**src/rtl/qa_bit_serializer_if.sv**
```systemverilog
// Word-in / slice-out bundle for qa_bit_serializer: producer-side word strobe,
// readback-side serial stream plus status.
interface qa_bit_serializer_if #(
    parameter int WIDTH = 32,
    parameter int DEPTH = 4
);
    logic [WIDTH-1:0]         in_data;
    logic                     in_nd;
    logic [WIDTH-1:0]         out_data;
    logic                     out_nd;
    logic                     out_last;
    logic                     error;
    logic [$clog2(DEPTH):0]   fifo_count;

    modport master (
        output in_data, in_nd,
        input  out_data, out_nd, out_last, error, fifo_count
    );

    modport slave (
        input  in_data, in_nd,
        output out_data, out_nd, out_last, error, fifo_count
    );
endinterface

```
**src/rtl/qa_bit_serializer.sv**
```systemverilog
// Buffers WIDTH-bit words in a small FIFO and emits them MSB-first as CHUNK-bit
// slices (position/value pairs or values only); overflow latches a sticky error.
module qa_bit_serializer #(
    parameter int          WIDTH     = 32,
    parameter int          CHUNK     = 1,
    parameter int          DEPTH     = 4,
    parameter int          MODE      = 0,
    parameter logic [31:0] ERRORCODE = 32'hDEADBEEF
) (
    input  logic                 clk,
    input  logic                 reset_n,
    qa_bit_serializer_if.slave   bus
);
    localparam int NCHUNK = WIDTH / CHUNK;
    localparam int AW     = $clog2(DEPTH);
    localparam int CW     = AW + 1;
    localparam int IW     = (NCHUNK > 1) ? $clog2(NCHUNK) : 1;
    localparam logic [CW-1:0]    FULL_C     = CW'(DEPTH);
    localparam logic [IW-1:0]    IDX_TOP_C  = IW'(NCHUNK - 1);
    localparam logic [WIDTH-1:0] ERR_WORD_C = WIDTH'(ERRORCODE);

    typedef enum logic [1:0] {
        ST_IDLE = 2'd0,
        ST_POS  = 2'd1,
        ST_VAL  = 2'd2,
        ST_ERR  = 2'd3
    } state_t;

    state_t           state_r;
    logic [WIDTH-1:0] mem_r [DEPTH];
    logic [AW-1:0]    wr_ptr_r;
    logic [AW-1:0]    rd_ptr_r;
    logic [CW-1:0]    count_r;
    logic [WIDTH-1:0] word_r;
    logic [IW-1:0]    idx_r;
    logic [WIDTH-1:0] out_data_r;
    logic             out_nd_r;
    logic             out_last_r;
    logic             error_r;

    logic fifo_empty_s;
    logic pop_s;
    logic accept_s;
    logic overflow_s;
    logic push_s;

    function automatic logic [CHUNK-1:0] slice_f(input logic [WIDTH-1:0] w,
                                                 input logic [IW-1:0]    i);
        logic [WIDTH-1:0] sh;
        sh = w >> (int'(i) * CHUNK);
        return sh[CHUNK-1:0];
    endfunction

    // Pop whenever the serializer is ready for a new word; a pop frees a slot
    // for a same-edge write, so only a write to a full FIFO without pop overflows.
    always_comb begin
        fifo_empty_s = (count_r == {CW{1'b0}});
        pop_s        = 1'b0;
        case (state_r)
            ST_IDLE: pop_s = !fifo_empty_s;
            ST_VAL:  pop_s = (idx_r == {IW{1'b0}}) && !fifo_empty_s;
            default: pop_s = 1'b0;
        endcase
        accept_s   = bus.in_nd && (state_r != ST_ERR);
        overflow_s = accept_s && (count_r == FULL_C) && !pop_s;
        push_s     = accept_s && !overflow_s;
    end

    // FIFO storage, wrapping pointers and occupancy.
    always_ff @(posedge clk or negedge reset_n) begin
        if (!reset_n) begin
            wr_ptr_r <= {AW{1'b0}};
            rd_ptr_r <= {AW{1'b0}};
            count_r  <= {CW{1'b0}};
            for (int k = 0; k < DEPTH; k++) begin
                mem_r[k] <= {WIDTH{1'b0}};
            end
        end else begin
            if (push_s) begin
                mem_r[wr_ptr_r] <= bus.in_data;
                wr_ptr_r        <= wr_ptr_r + AW'(1);
            end
            if (pop_s) begin
                rd_ptr_r <= rd_ptr_r + AW'(1);
            end
            case ({push_s, pop_s})
                2'b10:   count_r <= count_r + CW'(1);
                2'b01:   count_r <= count_r - CW'(1);
                default: count_r <= count_r;
            endcase
        end
    end

    // Serializer FSM with registered outputs.
    always_ff @(posedge clk or negedge reset_n) begin
        if (!reset_n) begin
            state_r    <= ST_IDLE;
            word_r     <= {WIDTH{1'b0}};
            idx_r      <= {IW{1'b0}};
            out_data_r <= {WIDTH{1'b0}};
            out_nd_r   <= 1'b0;
            out_last_r <= 1'b0;
            error_r    <= 1'b0;
        end else if (overflow_s) begin
            state_r    <= ST_ERR;
            out_data_r <= ERR_WORD_C;
            out_nd_r   <= 1'b1;
            out_last_r <= 1'b0;
            error_r    <= 1'b1;
        end else begin
            case (state_r)
                ST_IDLE: begin
                    out_last_r <= 1'b0;
                    if (pop_s) begin
                        word_r  <= mem_r[rd_ptr_r];
                        idx_r   <= IDX_TOP_C;
                        state_r <= ST_VAL;
                        if (MODE == 0) begin
                            out_data_r <= WIDTH'(IDX_TOP_C);
                            out_nd_r   <= 1'b1;
                        end else begin
                            out_nd_r   <= 1'b0;
                        end
                    end else begin
                        out_nd_r <= 1'b0;
                    end
                end
                ST_POS: begin
                    out_data_r <= WIDTH'(idx_r);
                    out_nd_r   <= 1'b1;
                    out_last_r <= 1'b0;
                    state_r    <= ST_VAL;
                end
                ST_VAL: begin
                    out_data_r <= WIDTH'(slice_f(word_r, idx_r));
                    out_nd_r   <= 1'b1;
                    if (idx_r != {IW{1'b0}}) begin
                        out_last_r <= 1'b0;
                        idx_r      <= idx_r - IW'(1);
                        state_r    <= (MODE == 0) ? ST_POS : ST_VAL;
                    end else begin
                        out_last_r <= 1'b1;
                        // Chain straight into the next word so streams have no gaps.
                        if (pop_s) begin
                            word_r  <= mem_r[rd_ptr_r];
                            idx_r   <= IDX_TOP_C;
                            state_r <= (MODE == 0) ? ST_POS : ST_VAL;
                        end else begin
                            state_r <= ST_IDLE;
                        end
                    end
                end
                ST_ERR: begin
                    out_data_r <= ERR_WORD_C;
                    out_nd_r   <= 1'b1;
                    out_last_r <= 1'b0;
                    error_r    <= 1'b1;
                end
                default: begin
                    state_r    <= ST_IDLE;
                    out_nd_r   <= 1'b0;
                    out_last_r <= 1'b0;
                end
            endcase
        end
    end

    assign bus.out_data   = out_data_r;
    assign bus.out_nd     = out_nd_r;
    assign bus.out_last   = out_last_r;
    assign bus.error      = error_r;
    assign bus.fifo_count = count_r;
endmodule
```
**src/flat_wrapper.sv**
```systemverilog
// flat-port wrapper written by rule: the top's interface ports become plain ports
module qa_bit_serializer_flat 
#(
    parameter int          WIDTH     = 32,
    parameter int          CHUNK     = 1,
    parameter int          DEPTH     = 4,
    parameter int          MODE      = 0,
    parameter logic [31:0] ERRORCODE = 32'hDEADBEEF
)
  (clk, reset_n, bus_in_data, bus_in_nd, bus_out_data, bus_out_nd, bus_out_last, bus_error, bus_fifo_count);
  qa_bit_serializer_if #(.WIDTH(WIDTH), .DEPTH(DEPTH)) bus_i ();
  input  logic clk;
  input  logic reset_n;
  input wire logic [$bits(bus_i.in_data)-1:0] bus_in_data;
  input wire logic [$bits(bus_i.in_nd)-1:0] bus_in_nd;
  output wire logic [$bits(bus_i.out_data)-1:0] bus_out_data;
  output wire logic [$bits(bus_i.out_nd)-1:0] bus_out_nd;
  output wire logic [$bits(bus_i.out_last)-1:0] bus_out_last;
  output wire logic [$bits(bus_i.error)-1:0] bus_error;
  output wire logic [$bits(bus_i.fifo_count)-1:0] bus_fifo_count;
  assign bus_i.in_data = bus_in_data;
  assign bus_i.in_nd = bus_in_nd;
  assign bus_out_data = bus_i.out_data;
  assign bus_out_nd = bus_i.out_nd;
  assign bus_out_last = bus_i.out_last;
  assign bus_error = bus_i.error;
  assign bus_fifo_count = bus_i.fifo_count;
  qa_bit_serializer #(.WIDTH(WIDTH), .CHUNK(CHUNK), .DEPTH(DEPTH), .MODE(MODE), .ERRORCODE(ERRORCODE)) u_core (.clk(clk), .reset_n(reset_n), .bus(bus_i));
endmodule
```
**config.mk**
```make
export PLATFORM = sky130hd
export DESIGN_NAME = qa_bit_serializer_flat
export DESIGN_NICKNAME = d
export VERILOG_FILES = /design/src/rtl/qa_bit_serializer_if.sv /design/src/rtl/qa_bit_serializer.sv /design/src/flat_wrapper.sv
export SDC_FILE = /design/constraint.sdc
export NUM_CORES = 1
export LEC_CHECK = 0
export ABC_CLOCK_PERIOD_IN_PS = 3100
export BUFFER_PORTS_ARGS = -buffer_cell sky130_fd_sc_hd__buf_2
export CORE_ASPECT_RATIO = 0.9
export CORE_MARGIN = 2
export CORE_UTILIZATION = 54
export DETAILED_ROUTE_END_ITERATION = 16
export PLACE_DENSITY_LB_ADDON = 0.12
export SLEW_MARGIN = 15
export SYNTH_ARGS = -nofsm -noshare
export SYNTH_HDL_FRONTEND = slang
export SYNTH_SLANG_ARGS = --single-unit
```
**constraint.sdc**
```tcl
create_clock -name clk -period 3.1 [get_ports clk]
set_input_delay 0.155 -clock clk [delete_from_list [all_inputs] [get_ports clk]]
set_output_delay 0.155 -clock clk [all_outputs]
set_load 0.05 [all_outputs]
```
# Yosys cells after proc, flatten, opt, wreduce, memory -nomap -nowiden

Index checks and enable logic that the tools add are counted.
W data, S select, Z words.

Multiplexer cells: 30
Bitwise logic cells: 3
$add $sub $neg: 5
$lt $le $gt $ge: 3
Shifts and indexed selects: 1
Equality and inequality tests: 9
Reductions and logical operators: 22

Operators with widths:

| cell                  | count |
|---|---|
| $mux W32              | 7 |
| $bwmux W128           | 1 |
| $pmux W32 S4          | 1 |
| $bmux W32 S2          | 1 |
| $demux W32 S2         | 1 |
| $pmux W32 S2          | 1 |
| $shr A32 B5 Y1        | 1 |
| $mux W5               | 2 |
| $pmux W5 S2           | 1 |
| $mux W1               | 7 |
| $eq A2 B2 Y1 const B  | 3 |
| $ge A3 B3 Y1 const B  | 2 |
| $logic_and A1 B1 Y1   | 6 |
| $mux W2               | 3 |
| $not A2 Y3            | 2 |
| $pmux W1 S2           | 3 |
| $pmux W2 S3           | 1 |
| $pmux W3 S2           | 1 |
| $reduce_bool A2 Y1    | 3 |
| $reduce_or A3 Y1      | 2 |
| $logic_not A5 Y1      | 1 |
| $reduce_bool A5 Y1    | 1 |
| $sub A5 B1 Y5 const B | 1 |
| $add A2 B1 Y2 const B | 2 |
| other kinds (14)      | 19 |

Bits of input ports: 35
Register bits after elaboration: 209

# Depth between registers and ports, before layout

Word-level depth: 10
Depth in mapped cells: 15
Gate-level depth less buffers: 12

# Worst setup path before layout

OpenSTA, ideal clock, no wires.

Kind: reg-to-reg
From: register u_core.idx_r[0]
To: register u_core.count_r[2] (netlist: u_core.bus.fifo_count[2])
Data arrival time: 3.272 ns
Library setup time: 0.082 ns
Path slack: -0.254 ns
Data required time: 3.018 ns
Stages on the path, launching flop included: 15
Path through: dfrtp_1 > buf_2 > clkbuf_1 > inv_1 > ha_1 > or4b_1 > buf_2 > a211oi_4 > buf_6 > ha_1 > inv_1 > fa_1 > xor2_1 > nor2_1 > xor2_1

Cells in the longest elaborated chain, start to end: 9
Elaborated cells between the ends (all ways): 11
Those cells by class: 2 x eq/ne; 2 x mux; 7 x reduce/logical

RTL lines:

| element                                           | line                     | RTL |
|---|---|---|
| start: declaration                                | qa_bit_serializer.sv:35  | `logic [IW-1:0] idx_r;` |
| start signal: assignment                          | qa_bit_serializer.sv:99  | `idx_r <= {IW{1'b0}};` |
| start signal: assignment                          | qa_bit_serializer.sv:139 | `idx_r <= idx_r - IW'(1);` |
| $logic_not A5 Y1 *                                | qa_bit_serializer.sv:61  | `ST_VAL: pop_s = (idx_r == {IW{1'b0}}) && !fifo_empty_s;` |
| $logic_and A1 B1 Y1 *                             | qa_bit_serializer.sv:61  |  |
| $pmux W1 S2 *                                     | qa_bit_serializer.sv:59  | `case (state_r)` |
| named net u_core.pop_s                            | qa_bit_serializer.sv:42  | `logic pop_s;` |
| $logic_not A1 Y1                                  | qa_bit_serializer.sv:65  | `overflow_s = accept_s && (count_r == FULL_C) && !pop_s;` |
| $logic_and A1 B1 Y1                               | qa_bit_serializer.sv:65  |  |
| $logic_not A1 Y1                                  | qa_bit_serializer.sv:66  | `push_s = accept_s && !overflow_s;` |
| $logic_and A1 B1 Y1                               | qa_bit_serializer.sv:66  |  |
| $eq A2 B1 Y1 or $eq A2 B2 Y1 (tied branches)      | qa_bit_serializer.sv:86  | `case ({push_s, pop_s})` |
| $pmux W3 S2 or $reduce_bool A2 Y1 (tied branches) | -                        |  |
| end signal: assignment                            | qa_bit_serializer.sv:87  | `2'b10: count_r <= count_r + CW'(1);` |
| end signal: assignment                            | qa_bit_serializer.sv:88  | `2'b01: count_r <= count_r - CW'(1);` |
| end signal: assignment                            | qa_bit_serializer.sv:89  | `default: count_r <= count_r;` |
| end: declaration                                  | qa_bit_serializer.sv:33  | `logic [CW-1:0] count_r;` |

The timed path passes the listed nets; every way through them passes the cells marked *.
A chain may end at the register's enable or synchronous reset.

# Final worst setup path

From: register u_core.count_r[0] (netlist: u_core.bus.fifo_count[0])
To: register u_core.count_r[2] (netlist: u_core.bus.fifo_count[2])

Cells in the longest elaborated chain, start to end: 10
Elaborated cells between the ends (all ways): 16
Those cells by class: 2 x add/sub; 3 x eq/ne; 2 x mux; 9 x reduce/logical

RTL lines:

| element                                           | line                                             | RTL |
|---|---|---|
| start signal: assignment                          | qa_bit_serializer.sv:74                          | `count_r <= {CW{1'b0}};` |
| start signal: assignment                          | qa_bit_serializer.sv:87                          |  |
| start signal: assignment                          | qa_bit_serializer.sv:88                          |  |
| $logic_not A3 Y1                                  | qa_bit_serializer.sv:57                          | `fifo_empty_s = (count_r == {CW{1'b0}});` |
| $logic_not A1 Y1                                  | qa_bit_serializer.sv:60, qa_bit_serializer.sv:61 |  |
| $logic_and A1 B1 Y1                               | qa_bit_serializer.sv:61                          |  |
| $pmux W1 S2                                       | qa_bit_serializer.sv:59                          |  |
| $logic_not A1 Y1                                  | qa_bit_serializer.sv:65                          |  |
| $logic_and A1 B1 Y1                               | qa_bit_serializer.sv:65                          |  |
| $logic_not A1 Y1                                  | qa_bit_serializer.sv:66                          |  |
| $logic_and A1 B1 Y1                               | qa_bit_serializer.sv:66                          |  |
| $eq A2 B1 Y1 or $eq A2 B2 Y1 (tied branches)      | qa_bit_serializer.sv:86                          |  |
| $pmux W3 S2 or $reduce_bool A2 Y1 (tied branches) | -                                                |  |

Several ways; a longest one is shown, not always the timed one.

==> impl_metrics.ini <==
[status]
status = finished clean

[cells_and_area]
fin_cells = 851
syn_to_final_growth_pct = 15.5
drive_gt1_frac = 0.471
multi_input_area_mm2 = 0.00342
final_util = 0.633
n_fill_cell = 1128
final_cell_area_mm2 = 0.00968
nNetsFinal = 679
antennaDiodeCount = 0
ff_latch_area_mm2 = 0.00458

[clocking]
clock_latency_ps = 430
cts_sinks = 183
cts_max_level = 4
clk_path_buf_depth = 2
cts-root-buf = clkbuf_16
cts_tree = yes
cts_made_buffers = 17
clk_pin_slew_ps = 60

[die]
die_x_um = 135
boundaryPins = 73
rows = 43
start_util = 0.548
coreArea_mm2 = 0.0153
die-area_mm2 = 0.0165
die_h_um = 122

[logic_synthesis]
synthFlopType = dfrtp_1
ys_types = 49
syn_area_mm2 = 0.00838
async_flop_share = 1.00
ys_ff_latch = 183
synth_common_cells = 183 x dfrtp_1, 155 x mux2_2, 35 x mux4_2
ys_warn_count = 0
synth_area_leaders = dfrtp_1 55%, mux2_2 21%, mux4_2 9.4%, buf_4 2.3%, mux2i_1 1.6%
synth-seq-area-share = 0.546
yosys.area.top_type = dfrtp_1
synth_edf_count = 0
synth_cells = 558
synth.most_common_cell = dfrtp_1
syn_area_per_cell_um2 = 15.0
synth_top_area_frac = 0.546

[drt]
drt_iter0_markers = 335
ant_nets = 0
drt-vias-per-instance = 5.55
post_drt_wl_per_cell_um = 18.7
first_pass_iters = 5
wl_um = 15900
num_vias = 4726
route.detailed.drc = 0

[placement]
gpl.final_weighted_congestion = 0.852
postPlaceCellArea_mm2 = 0.00882
placed_cells = 787
dp_hpwl_um = 10000
io_buffers = 65
post-place-ws_ps = 463

[setup_path]
timing.rr.start = u_core.bus.fifo_count[0]$_DFFE_PN0P_
required_ps = 3450
crit_type = register to register
critical_path.startpoint_type = register
reg2reg_slack_ps = 460
worstReg2RegEnd = u_core.bus.fifo_count[2]$_DFFE_PN0P_
critPathMaxFanout = 8
r2r_cells = 10
crit_arrival_ps = 2990
cp-end-kind = register

[timing]
fmax_mhz = 378
fin_crit_sh = 0.853
timing.hold.ws_ps = 35.7
max_slew_margin = 0.476
tightest_slew_ps = 786
postLayoutSetupSlackWorst_ps = 457
drv_slew = 0
fin_skew_ps = 11.3
rsz0062_at_grt = no
timing.final.hold_violations = 0
period_needed_ps = 2640
setup_viol = 0
setup_tns_ps = 0

[power_and_ir_drop]
p_leak_nw = 4.46
power_density_mw_per_mm2 = 778
finalPower_mw = 7.53
peakVddDrop_uv = 448

[worst_hold_path]
whs_endpoint = u_core.mem_r[90]$_DFFE_PN0P_
worstHoldStart = bus_in_data[26]
hold_depth = 2
hold_path_class = input pin to register

[global_route]
overflow = 0
grt_antenna_before_repair = 0
grt_use_total = 0.213
grt_pass1_vias = 5003
grt_max_degree = 86
grt_pass1_wl_um = 26300

[job]
maxCapViolCount = 0
## report_power, final
part           total, mW  internal [mW]  switching (mW)
clock               1.96           1.07           0.893
combinational       1.98           1.18           0.794
sequential          3.59           3.16           0.431
total               7.53           5.42            2.12
## area by class of cell
type,instances,area share
Clock buffer,22,0.0480
Clock inverter,10,0.00724
Inverter,11,0.00427
Multi-Input combinational cell,310,0.354
Sequential cell,183,0.473
Tap cell,202,0.0261
Timing Repair Buffer,113,0.0875
## layout by cell type, fill, tap and decap left out, types with 5 or more instances in the layout
cell type      netlist  layout
a21oi_1              8       8
buf_12               0       6
buf_2               15      64
buf_4               26      10
clkbuf_16            0      17
conb_1               1       7
dfrtp_1            183     182
dlygate4sd3_1        0      32
ha_1                 7       6
inv_1               11      10
mux2_1               5       5
mux2_2             155     155
mux2i_1             13      13
mux4_2              35      35
nand2_1             12      12
nand3_1              5       5
nor2_1               9       9
o21ai_0              6       6
## layer usage
metal / track usage / wire [µm] / up-vias
li1: - / - / 2165
met1: 0.290 / 7440 / 2470
met3: 0.0424 / 411 / 15
met5: 0 / 0 / -
met2: 0.346 / 7840 / 76
met4: 0.0768 / 208 / 0
## cells by family (layout without fill, tap and decap cells)
kind of cell / after synthesis / in the layout / synth area share
buffers and inverters: 71 / 156 / 0.0493
multiplexers: 208 / 208 / 0.325
flip-flops: 183 / 183 / 0.546
AND/OR/NAND/NOR: 45 / 45 / 0.0290
XOR/XNOR: 6 / 6 / 0.00627
other: 1 / 7 / 0.000447
adder cells (fa/ha/maj): 8 / 8 / 0.0128
AO/OA/AOI/OAI: 36 / 36 / 0.0312
## repair_timing
item	CTS	global route
resized for setup	0	0
hold buffers	32	0
buffers inserted	0	0
endpoints found under the hold margin	193	0
## registers in the layout (all words and copies together), names as in the netlist, 2 cells and up
signal	count
u_core.bus.out_data	6
u_core.bus.fifo_count	3
u_core.state_r	2
u_core.wr_ptr_r	2
u_core.rd_ptr_r	2
u_core.mem_r	128
u_core.idx_r	5
u_core.word_r	32
## how the worst max path moves through the flow
stage	startpoint	end	depth (start not counted)
floorplan	u_core.idx_r[0]$_DFFE_PN0P_	u_core.bus.fifo_count[2]$_DFFE_PN0P_	14
global placement	u_core.bus.fifo_count[0]$_DFFE_PN0P_	u_core.bus.fifo_count[2]$_DFFE_PN0P_	10
detailed placement	u_core.bus.fifo_count[0]$_DFFE_PN0P_	u_core.bus.fifo_count[2]$_DFFE_PN0P_	10
CTS	u_core.bus.fifo_count[0]$_DFFE_PN0P_	u_core.bus.fifo_count[2]$_DFFE_PN0P_	10
global route	u_core.idx_r[0]$_DFFE_PN0P_	u_core.idx_r[3]$_DFFE_PN0P_	8
finish	u_core.bus.fifo_count[0]$_DFFE_PN0P_	u_core.bus.fifo_count[2]$_DFFE_PN0P_	10
## worst max-delay path, stage by stage, from the launching register on
cell and delay [ps]:
dfrtp_1 440, nand4bb_1 380, nor4_1 300, and3b_1 310, inv_1 130, ha_4 140, inv_1 50, fa_1 370
xor2_1 160, nor2_1 130, xor2_1 160
No activity file was read; power rests on OpenSTA's default activity.
